### config.mk
export PLATFORM = sky130hd
export DESIGN_NAME = mem_port_arbiter
export DESIGN_NICKNAME = d
export VERILOG_FILES = /design/src/rtl/mem_port_arbiter.sv
export SDC_FILE = /design/constraint.sdc
export NUM_CORES = 1
export LEC_CHECK = 0
export CAP_MARGIN = 40
export CORE_ASPECT_RATIO = 0.7
export CORE_MARGIN = 4
export CORE_UTILIZATION = 43
export CTS_CLUSTER_SIZE = 40
export DETAILED_ROUTE_END_ITERATION = 16
export MAX_ROUTING_LAYER = met4
export PLACE_DENSITY = 0.87
export SYNTH_ARGS = -nofsm -noshare
export SYNTH_HDL_FRONTEND = slang
export SYNTH_SLANG_ARGS = --single-unit
### constraint.sdc
create_clock -name clk -period 6.3 [get_ports clk]
set_clock_uncertainty 0.05 [all_clocks]
set_input_delay 0.63 -clock clk [delete_from_list [all_inputs] [get_ports clk]]
set_output_delay 0.63 -clock clk [all_outputs]
set_load 0.02 [all_outputs]
### src/rtl/mem_port_arbiter.sv
// Arbitrates a single fixed-latency memory port between instruction fetch and load/store.
// Data side wins by default; a starvation counter forces a fetch grant after MAX_WAIT losses.
module mem_port_arbiter #(
    parameter int unsigned AW       = 32,
    parameter int unsigned DW       = 32,
    parameter int unsigned RD_LAT   = 1,
    parameter int unsigned MAX_WAIT = 4
) (
    input  logic          clk,
    input  logic          rst,

    input  logic          if_req,
    input  logic [AW-1:0] if_addr,
    output logic [DW-1:0] if_rdata,
    output logic          if_ack,

    input  logic          d_req,
    input  logic          d_we,
    input  logic [AW-1:0] d_addr,
    input  logic [DW-1:0] d_wdata,
    output logic [DW-1:0] d_rdata,
    output logic          d_ack,

    output logic          mem_en,
    output logic          mem_we,
    output logic [AW-1:0] mem_addr,
    output logic [DW-1:0] mem_wdata,
    input  logic [DW-1:0] mem_rdata,

    output logic          busy
);

    typedef enum logic [1:0] {StIdle, StIssue, StWait, StResp} state_e;

    localparam logic [3:0] RdLatC   = 4'(RD_LAT);
    localparam logic [3:0] MaxWaitC = 4'(MAX_WAIT);

    state_e        state_q, state_d;
    logic          own_d_q, own_d_d;
    logic [3:0]    lat_q, lat_d;
    logic [3:0]    starve_q, starve_d;
    logic          mem_en_q, mem_en_d;
    logic          mem_we_q, mem_we_d;
    logic [AW-1:0] mem_addr_q, mem_addr_d;
    logic [DW-1:0] mem_wdata_q, mem_wdata_d;
    logic [DW-1:0] if_rdata_q, if_rdata_d;
    logic [DW-1:0] d_rdata_q, d_rdata_d;
    logic          if_ack_q, if_ack_d;
    logic          d_ack_q, d_ack_d;
    logic          busy_q, busy_d;

    always_comb begin
        state_d     = state_q;
        own_d_d     = own_d_q;
        lat_d       = lat_q;
        starve_d    = starve_q;
        mem_en_d    = 1'b0;
        mem_we_d    = mem_we_q;
        mem_addr_d  = mem_addr_q;
        mem_wdata_d = mem_wdata_q;
        if_rdata_d  = if_rdata_q;
        d_rdata_d   = d_rdata_q;
        if_ack_d    = 1'b0;
        d_ack_d     = 1'b0;

        unique case (state_q)
            StIdle: begin
                if (d_req && (starve_q < MaxWaitC)) begin
                    own_d_d     = 1'b1;
                    mem_en_d    = 1'b1;
                    mem_we_d    = d_we;
                    mem_addr_d  = d_addr;
                    mem_wdata_d = d_wdata;
                    state_d     = StIssue;
                    // starve_q < MaxWaitC here, so the increment saturates at MAX_WAIT
                    starve_d    = if_req ? starve_q + 4'd1 : 4'd0;
                end else if (if_req) begin
                    own_d_d    = 1'b0;
                    mem_en_d   = 1'b1;
                    mem_we_d   = 1'b0;
                    mem_addr_d = if_addr;
                    state_d    = StIssue;
                    starve_d   = 4'd0;
                end
            end
            StIssue: begin
                mem_we_d = 1'b0;
                if (mem_we_q) begin
                    d_ack_d  = own_d_q;
                    if_ack_d = ~own_d_q;
                    state_d  = StResp;
                end else begin
                    lat_d   = RdLatC;
                    state_d = StWait;
                end
            end
            StWait: begin
                // lat_q reaches 1 in the cycle RD_LAT cycles after ISSUE
                if (lat_q == 4'd1) begin
                    if (own_d_q) begin
                        d_rdata_d = mem_rdata;
                        d_ack_d   = 1'b1;
                    end else begin
                        if_rdata_d = mem_rdata;
                        if_ack_d   = 1'b1;
                    end
                    lat_d   = 4'd0;
                    state_d = StResp;
                end else begin
                    lat_d = lat_q - 4'd1;
                end
            end
            StResp: begin
                state_d = StIdle;
            end
            default: begin
                state_d = StIdle;
            end
        endcase

        busy_d = (state_d != StIdle);
    end

    always_ff @(posedge clk or posedge rst) begin
        if (rst) begin
            state_q     <= StIdle;
            own_d_q     <= 1'b0;
            lat_q       <= 4'd0;
            starve_q    <= 4'd0;
            mem_en_q    <= 1'b0;
            mem_we_q    <= 1'b0;
            mem_addr_q  <= '0;
            mem_wdata_q <= '0;
            if_rdata_q  <= '0;
            d_rdata_q   <= '0;
            if_ack_q    <= 1'b0;
            d_ack_q     <= 1'b0;
            busy_q      <= 1'b0;
        end else begin
            state_q     <= state_d;
            own_d_q     <= own_d_d;
            lat_q       <= lat_d;
            starve_q    <= starve_d;
            mem_en_q    <= mem_en_d;
            mem_we_q    <= mem_we_d;
            mem_addr_q  <= mem_addr_d;
            mem_wdata_q <= mem_wdata_d;
            if_rdata_q  <= if_rdata_d;
            d_rdata_q   <= d_rdata_d;
            if_ack_q    <= if_ack_d;
            d_ack_q     <= d_ack_d;
            busy_q      <= busy_d;
        end
    end

    assign mem_en    = mem_en_q;
    assign mem_we    = mem_we_q;
    assign mem_addr  = mem_addr_q;
    assign mem_wdata = mem_wdata_q;
    assign if_rdata  = if_rdata_q;
    assign d_rdata   = d_rdata_q;
    assign if_ack    = if_ack_q;
    assign d_ack     = d_ack_q;
    assign busy      = busy_q;

endmodule
== Yosys cells after proc, flatten, opt, wreduce, memory -nomap -nowiden ==
Cells that the tools add are included.

* Magnitude comparators: 1
* Reductions and logical operators: 12
* Equal/unequal tests: 6
* Bitwise operators: 1
* $add $sub $neg: 2
* Mux-type cells: 28

{| class="wikitable"
|+ Operators with widths
! cell !! count
|-
| $mux 32 || 2
|-
| $mux 4 || 5
|-
| $mux 1 || 13
|-
| $pmux 2 s4 || 1
|-
| $pmux 4 s2 || 1
|-
| $reduce_and 2->1 || 4
|-
| $reduce_bool 2->1 || 4
|-
| $mux 2 || 3
|-
| $pmux 1 s2 || 3
|-
| $reduce_and 3->1 || 2
|-
| $add 4x1->4 const B || 1
|-
| $eq 2x2->1 const B || 2
|-
| $eq 4x1->1 const B || 1
|-
| $lt 4x3->1 const B || 1
|-
| $sub 4x1->4 const B || 1
|-
| $ne 3x3->1 const B || 1
|-
| $eq 2x1->1 const B || 1
|-
| $logic_not 2->1 || 1
|-
| $ne 2x2->1 const B || 1
|-
| $logic_and 1x1->1 || 1
|-
| $not 1->1 || 1
|}

* Output and inout bits: 133
* Flip-flop bits (word level): 144
* Logic and storage cells: 63
* Input bits: 133

== Depth between registers and ports, before layout ==
Gate-level depths: netlist of run 1.

* Word-level depth: 5
* Mapped depth: 7
* Mapped depth without buffers: 5

== Least setup slack after synthesis of run 1 ==
OpenSTA, ideal clock, no wires.

* Path type: input to register
* Start: input d_req
* End: register mem_addr_q[22], in the netlist mem_addr[22]
* Setup time: 0.125 ns
* Buffers on the path: 2
* Cell stages on the path: 5
* Setup slack: 4.402 ns
* Arrival: 1.724 ns
* Required time: 6.125 ns
* Cell sequence: nor3b_2 -> buf_6 -> buf_2 -> mux2_2 -> mux2_2

* Word-level cells in the longest chain between the ends: 3
* Elaborated cells between the ends (all ways): 4
* Those cells by class: mux: 1; reduce/logical: 3

{| class="wikitable"
|+ RTL lines
! what !! line !! RTL
|-
| start, declared || 17 || <nowiki>input logic d_req,</nowiki>
|-
| $logic_and 1x1->1 * || 68 || <nowiki>if (d_req && (starve_q < MaxWaitC)) begin</nowiki>
|-
| $reduce_bool 2->1 (no line) || n/a ||
|-
| $reduce_and 2->1 (no line) || n/a ||
|-
| end signal, assigned || 146 || <nowiki>mem_addr_q <= mem_addr_d;</nowiki>
|-
| end, declared || 44 || <nowiki>logic [AW-1:0] mem_addr_q, mem_addr_d;</nowiki>
|}

Every way passes the cells marked *; elsewhere a longest branch is shown, timed or not.
A chain may end at the register's enable or synchronous reset.

== Worst setup path after layout of run 1 ==
* Start: input d_req
* End: register mem_addr_q[28], in the netlist mem_addr[28]

The elaborated chain is that of the path after synthesis.

==> out/qor.yml, run 1 <==
wire_per_inst_um: 18.3
hold_end: "if_ack"
ios: 266
critPathArrivalTime_ns: 2.77
yosysUniqueCellTypes: 37
path_cells: "clkdlybuf4s50_1, nor3b_4, buf_4, o21a_2, buf_12, mux2_2"
avgViaCountPerCell: 4.89
hp-class: "flip-flop to flip-flop"
drive_gt1_share_pct: 30.3
grt_pass1_wl_um: 24600
numPortBuffers: 265
worst-path-buf-inv: 3
hpwl_um: 11500
grt_max_degree: 65
dp_cells: 824
criticalPathCategory: "input port to flip-flop"
fin_crit_ns: 2.52
cts_tree: "built"
wirelength_um: 15700
htreeDepth: 4
hold_depth: 1
cp_num_cells: 6
cpMaxStageDelayCell: "clkdlybuf4s50_1"
ant_nets: 0
worst_pin_slew_ns: 0.821
status: "completed"
fin_util_pct: 68.9
cellPowerDensity_mw_per_mm2: 558
synth_area_per_cell_sq_um: 16.2
start_util_pct: 44.3
grt_pass1_vias: 4675
ys_seq_area_share_pct: 57.9
crit_fanout: 37
post_dp_cell_area_sq_mm: 0.00903
synth_nets: 523
design_area_sq_mm: 0.00969
drc: 0
regToRegEndpoint: "mem_wdata[3]"
layout.nets: 792
synthCells: 384
cts.repair.resized: 0
period_share_pct: 40.0
synth-seq-cells: 144
ctsHoldBuffers: 0
clk_latency_ns: 0.41
grtUsageTotal_pct: 19.6
grt_overflow: 0
leakage_uw: 0.00412
setup_viol: 0
cts-buffers-inserted: 17
slew_violations: 0
finalHoldViolations: 0
clockRootBuffer: "clkbuf_16"
cts.sinks: 144
dieWidth_um: 152
cpLargestDelayFamily: "buffers and inverters"
holdWs_ns: 0.426
yosys_warnings: 0
post-cts-setup-buffers: 0
hp-start: "own_d_q"
clock_path_buffers: 2
antenna_found_initial: 0
end_kind: "flip-flop"
async_reset_ff_share_pct: 100
start_kind: "input port"
busiest_layer: "met2"
rsz0062_at_grt: "no"
firstDrtPassIters: 4
die_h_um: 109
use_met1_pct: 22.2
stdcell_count: 856
dieArea_sq_mm: 0.0165
use_met2_pct: 32.7
diodes: 0
use_met3_pct: 6.98
cp_slowest_stage_delay_ns: 0.49
drtIter0Drc: 136
max_freq_mhz: 396
slew_headroom_pct: 45.1
r2r_slack_ns: 3.88
fill_cells: 935
syn_to_final_growth_pct: 55.6
core_sq_mm: 0.0141
worst_ir_drop_vdd_mv: 0.337
drv_cap: 0
synth_edf_count: 0
route.vias.total: 4184
clk_pin_slew_ns: 0.06
gp_congestion: 0.820
required_ns: 6.55
tns_ns: 0
syn_area_sq_mm: 0.00623
rows: 36
reg2reg_depth: 5
synth_ff_type: "dfrtp_1"
timing.rr.start: "state_q[0]"
==> report_power, final <==
group	switching (uW)	leakage, uW	internal (uW)	total [uW]
clock	383	0.000324	725	1110
combinational	1160	0.00208	1460	2620
sequential	285	0.00172	1390	1680
total	1820	0.00412	3580	5400
==> worst max path at each step <==
stage               startpoint      endpoint  slack, ns
floorplan                  rst          busy       1.75
global placement         d_req  mem_addr[27]       3.07
detailed placement       d_req  mem_addr[26]       3.33
CTS                      d_req  mem_addr[28]       3.78
global route             d_req  mem_addr[26]       3.66
finish                   d_req  mem_addr[28]       3.78
==> cells in the final DEF, fill, tap and decap left out, types with 2 or more instances in the layout <==
master	instances
a32o_1	4
buf_12	2
buf_4	3
bufinv_16	5
clkbuf_16	17
clkbuf_8	2
clkdlybuf4s50_1	265
clkinv_2	3
clkinv_4	2
dfrtp_1	144
ha_1	6
inv_1	9
inv_6	3
mux2_1	4
mux2_2	102
mux2_4	55
mux2i_1	2
nand2_1	2
nand2b_1	4
nor2_1	3
nor2b_1	2
o21ai_0	6
==> Yosys cell counts (all sizes together), types with 2 or more instances <==
master / number / area [sq um]
inv: 10 / 37.5
o21ai: 6 / 30.0
and2: 2 / 15.0
buf: 19 / 178
nor2b: 2 / 12.5
ha: 6 / 75.1
nor3b: 2 / 20.0
nor2: 3 / 11.3
nand2b: 4 / 25.0
dfrtp: 144 / 3600
a32o: 4 / 40.0
nand2: 3 / 13.8
mux2: 161 / 2020
mux2i: 2 / 20.0
==> registers in the layout, summed over array words and instances, names as in the netlist <==
register and flops:
starve_q 4, own_d_q 1, if_ack 1, lat_q 4, mem_we 1, d_rdata 32
state_q 2, if_rdata 32, busy 1, mem_en 1, d_ack 1, mem_wdata 32
mem_addr 32
==> layer usage <==
metal / vias up / wire length (um) / share of wire (%)
met3: 24 / 1150 / 7.3
li1: 1913 / - / -
met2: 198 / 7860 / 50
met5: - / 0 / 0
met1: 2049 / 6380 / 41
met4: 0 / 287 / 1.8
==> cell type report <==
class                   instances  area (sq um)  area share (%)
well taps                     190           238            2.45
clock inverters                13           208            2.14
repair buffers                270          2720            28.0
multi-input cells             210          2430            25.1
clock buffers                  19           453            4.68
inverters                      10          42.5           0.439
flip-flops and latches        144          3600            37.2
==> metrics by stage <==
stage / worst slack [ns] / power [uW]
floorplan: 1.75 / 3140
global placement: 3.07 / 4220
detailed placement: 3.33 / 4310
CTS: 3.78 / 5460
global route: 3.66 / 5660
finish: 3.78 / 5400
==> cell families after synthesis <==
logic type	Yosys count	synth area share [%]
mux	163	32.8
flops	144	57.9
buf+inv	30	3.52
simple gates	24	2.69
compound gates	17	1.97
fa+ha+maj	6	1.21
(Power assumes the default switching activity.)
==> inputs of run 2 (changes only) <==
CORE_UTILIZATION = 39   (was 43)
PLACE_DENSITY = 0.84   (was 0.87)
clock period = 2.05 ns   (was 6.3 ns; I/O delays follow)
==> run 2 against run 1 <==
Die area is 9.6% higher. Count of clock-buffer cells in the layout is 2 higher. Via count is 1.6% higher. Clock power grew to 2.9 times the previous value. Total power grew to 3.1 times the previous value. Register-to-register slack worse by 3.8 ns. Critical path type is now flip-flop to flip-flop. Sequential share of layout area is 0.44 points lower. First-iteration DRC count is 10% higher. Largest power group unchanged. Final cell count is 2.2% higher. Combinational power grew to 3.1 times the previous value. Non-clock buffer count is 9 higher. Hold slack worse by 0.21 ns.
==> out/qor.yml, run 2 (synthesis gave the netlist of run 1 again) <==
hpwl_um: 11900
drive_gt1_share_pct: 31.3
criticalPathCategory: "flip-flop to flip-flop"
dp_cells: 843
cp_slowest_stage_delay_ns: 0.41
clock_path_buffers: 2
slew_headroom_pct: 63.2
grt_overflow: 0
layout.nets: 801
tns_ns: 0
cellPowerDensity_mw_per_mm2: 1690
grt_pass1_vias: 4786
use_met1_pct: 21.8
period_share_pct: 94.0
use_met2_pct: 30.9
reg2reg_depth: 5
path_cells: "inv_1, ha_1, nor4bb_4, buf_12, mux2_2"
firstDrtPassIters: 4
drv_cap: 0
cpLargestDelayFamily: "flip-flops"
use_met3_pct: 7.58
critPathArrivalTime_ns: 2.17
core_sq_mm: 0.0156
rsz0062_at_grt: "no"
seq_area_sq_mm: 0.00360
cts-buffers-inserted: 17
place_ws_ns: 0.0108
hp-class: "input port to asynchronous set/reset pin"
dieWidth_um: 159
start_kind: "flip-flop"
start_util_pct: 39.9
final_cell_mix: "clkdlybuf4s50_1 (265), dfrtp_1 (144), mux2_2 (102), mux2_4 (55), clkbuf_16 (17)"
wirelength_um: 16300
stdcell_count: 875
power.total_uw: 16600
finalHoldViolations: 0
holdWs_ns: 0.216
clk_pin_slew_ns: 0.06
numPortBuffers: 265
leakage_uw: 0.00416
post-cts-setup-buffers: 0
gp_congestion: 0.770
wire_per_inst_um: 18.6
avgViaCountPerCell: 4.86
dieArea_sq_mm: 0.0181
required_ns: 2.29
layout_setup_ws_ns: 0.123
multi_input_area_sq_mm: 0.00243
cts_tree: "built"
ant_nets: 0
busiest_layer: "met2"
grt_max_degree: 84
htreeDepth: 4
cts.sinks: 144
ctsHoldBuffers: 0
fill_cells: 1127
cts.repair.resized: 0
slew_violations: 0
worst_pin_slew_ns: 0.538
cpMaxStageDelayCell: "dfrtp_1"
status: "completed"
crit_fanout: 33
clockRootBuffer: "clkbuf_16"
rows: 38
drtIter0Drc: 150
cp_num_cells: 5
layout_commonest_cell: "clkdlybuf4s50_1"
clk_latency_ns: 0.41
grtUsageTotal_pct: 18.7
worst_ir_drop_vdd_mv: 0.810
diodes: 0
drc: 0
fin_crit_ns: 1.93
ios: 266
antenna_found_initial: 0
die_h_um: 114
syn_to_final_growth_pct: 57.4
grt_pass1_wl_um: 25900
setup_viol: 0
route.vias.total: 4251
worst-path-buf-inv: 2
end_kind: "flip-flop"
max_freq_mhz: 519
run 2: changes by cell type in the layout (fill, tap and decap cells not counted):
cell	delta
clkinvlp_4	+2
buf_12	+5
clkbuf_8	+2
clkinv_2	-2
inv_6	-2
buf_4	+4
clkinv_4	+2
bufinv_16	-2
run 2: final timing paths:
kind	start	end	slack, ns
worst min-delay path	rst	d_rdata[18]	0.22
worst min register to register	own_d_q	if_ack	0.43
worst max register to register	state_q[0]	mem_wdata[1]	0.12
min in group clk	d_wdata[17]	mem_wdata[17]	0.36
worst max-delay path	state_q[0]	mem_wdata[1]	0.12
max in group asynchronous	rst	lat_q[2]	1.32
run 2: layout make-up:
type	instances	share of cell area, %
sequential	144	36.8
multi-input combinational	210	24.8
inverter	10	0.421
clock inverter	11	1.57
clock buffer	21	4.90
tap	200	2.55
timing repair buffer	279	29.0
run 2: metrics by stage:
step	instance area [sq um]	utilization, %
CTS	9800	62.9
floorplan	6230	-
global route	9800	62.9
detailed placement	9170	58.8
finish	9800	62.9
global placement	9170	58.8
run 2: tightest hold or removal path, cell delays in order:
cell and delay, ns:
clkdlybuf4s50_1 0.44, clkinvlp_4 0.13, buf_12 0.30
run 2: where the power goes:
part           leakage [uW]  total [uW]  internal, uW  switching, uW
combinational       0.00214        8220          4590           3620
clock              0.000306        3270          2060           1210
sequential          0.00172        5130          4280            843
total               0.00416       16600         10900           5680
run 2: per-layer routing:
layer / wire length (um) / vias to the layer above
met4: 123 / 0
met2: 8060 / 190
li1: - / 1928
met1: 6820 / 2122
met5: 0 / -
met3: 1270 / 11
==> inputs of run 3 (changes only) <==
CORE_UTILIZATION = 43   (was 39)
PLACE_DENSITY = 0.87   (was 0.84)
clock period = 2.15 ns   (was 2.05 ns; I/O delays follow)
==> run 3 against run 2 <==
Register-to-register slack got worse by 0.06 ns. Cell area down 0.15%. Via count fell by 0.28%. Die area shrank 8.8%. Largest cell class unchanged.
==> out/qor.yml, run 3 (synthesis gave the netlist of run 1 again) <==
diodes: 0
multi_input_area_sq_mm: 0.00243
period_share_pct: 97.2
htreeDepth: 4
tns_ns: 0
grt_overflow: 0
die_h_um: 109
numPortBuffers: 265
gp_congestion: 0.855
cts_tree: "built"
antenna_found_initial: 0
finalHoldViolations: 0
required_ns: 2.40
clockRootBuffer: "clkbuf_16"
ios: 266
core_sq_mm: 0.0141
grtUsageTotal_pct: 21.4
clk_latency_ns: 0.41
final_cell_mix: "clkdlybuf4s50_1 (265), dfrtp_1 (144), mux2_2 (102), mux2_4 (55), clkbuf_16 (17)"
criticalPathCategory: "flip-flop to flip-flop"
clk_pin_slew_ns: 0.06
rsz0062_at_grt: "no"
layout.nets: 803
avgViaCountPerCell: 4.89
grt_pass1_vias: 4900
cellPowerDensity_mw_per_mm2: 1610
syn_to_final_growth_pct: 57.2
slew_violations: 0
grt_max_degree: 49
fin_util_pct: 69.6
rows: 36
clock_path_buffers: 2
start_kind: "flip-flop"
max_freq_mhz: 479
drtIter0Drc: 196
drive_gt1_share_pct: 31.2
worst_ir_drop_vdd_mv: 0.801
status: "completed"
hp-class: "input port to asynchronous set/reset pin"
firstDrtPassIters: 4
route.vias.total: 4239
drv_cap: 0
hpwl_um: 12500
worst_pin_slew_ns: 0.488
crit_fanout: 9
wirelength_um: 16700
fin_crit_ns: 2.09
layout_commonest_cell: "clkdlybuf4s50_1"
drc: 0
ant_nets: 0
fill_cells: 962
cts.sinks: 144
wire_per_inst_um: 19.3
grt_pass1_wl_um: 26700
start_util_pct: 44.3
slew_headroom_pct: 67.4
leakage_uw: 0.00415
setup_viol: 0
dieWidth_um: 152
seq_area_sq_mm: 0.00360
ctsHoldBuffers: 0
critPathArrivalTime_ns: 2.34
cts-buffers-inserted: 17
dieArea_sq_mm: 0.0165
end_kind: "flip-flop"
[run 3: changes by cell type in the layout (fill, tap and decap cells not counted), sizes merged]
| cell | previous run | this run |
|---|---|---|
| buf | 14 | 16 |
| bufinv | 3 | 2 |
| clkinvlp | 3 | 5 |
| clkbuf | 21 | 19 |
| clkinv | 5 | 3 |
| inv | 10 | 12 |
[run 3: power breakdown]
part / switching (uW) / internal, uW
clock: 1140 / 1740
sequential: 834 / 4080
combinational: 3500 / 4410
total: 5480 / 10200
[run 3: area by class of cell]
class                   count  area share, %
inverters                  10          0.422
flip-flops and latches    144           36.8
multi-input cells         210           24.8
repair buffers            281           29.6
well taps                 190           2.43
clock buffers              19           4.53
clock inverters            12           1.38
[run 3: critical path, stage by stage (launching register included)]
cell      delay, ns
dfrtp_1        0.41
inv_1          0.10
ha_1           0.34
and4bb_4       0.32
and2_4         0.26
buf_12         0.17
mux2_2         0.33
[run 3: repair_timing]
action	in CTS	in global routing
gates resized for setup	0	1
setup buffers	0	0
endpoints found under the setup margin	0	1
[run 3: metal layers]
| metal | vias to the layer above | global-route usage (%) | share of wire (%) |
|---|---|---|---|
| met4 | 0 | 7.12 | 1.7 |
| met3 | 26 | 7.46 | 7.3 |
| met2 | 186 | 36.1 | 51 |
| li1 | 1934 | - | - |
| met1 | 2093 | 24.2 | 40 |
| met5 | - | - | 0 |
[run 3: path summary, 6_finish.rpt]
path	start	endpoint	slack [ns]	cells past startpoint
worst max-delay path	state_q[0]	if_rdata[30]	0.06	6
worst min-delay path	rst	d_rdata[27]	0.15	2
worst max register to register	state_q[0]	if_rdata[30]	0.06	6
worst min register to register	own_d_q	if_ack	0.42	1
max in group asynchronous	rst	mem_addr[30]	1.30	3
min in group clk	d_wdata[31]	mem_wdata[31]	0.37	2
[run 3: metrics by stage]
stage	instance area, sq um	hold WS, ns	setup WS (ns)	total power, uW	instances
after floorplan	6230	0.297	0.0800	9200	384
after global placement	9210	0.402	0.149	12600	835
after detailed placement	9210	0.408	0.111	12900	835
after CTS	9790	0.141	0.0921	15900	866
after global routing	9790	0.168	0.000249	16500	866
final	9790	0.149	0.0610	15700	866
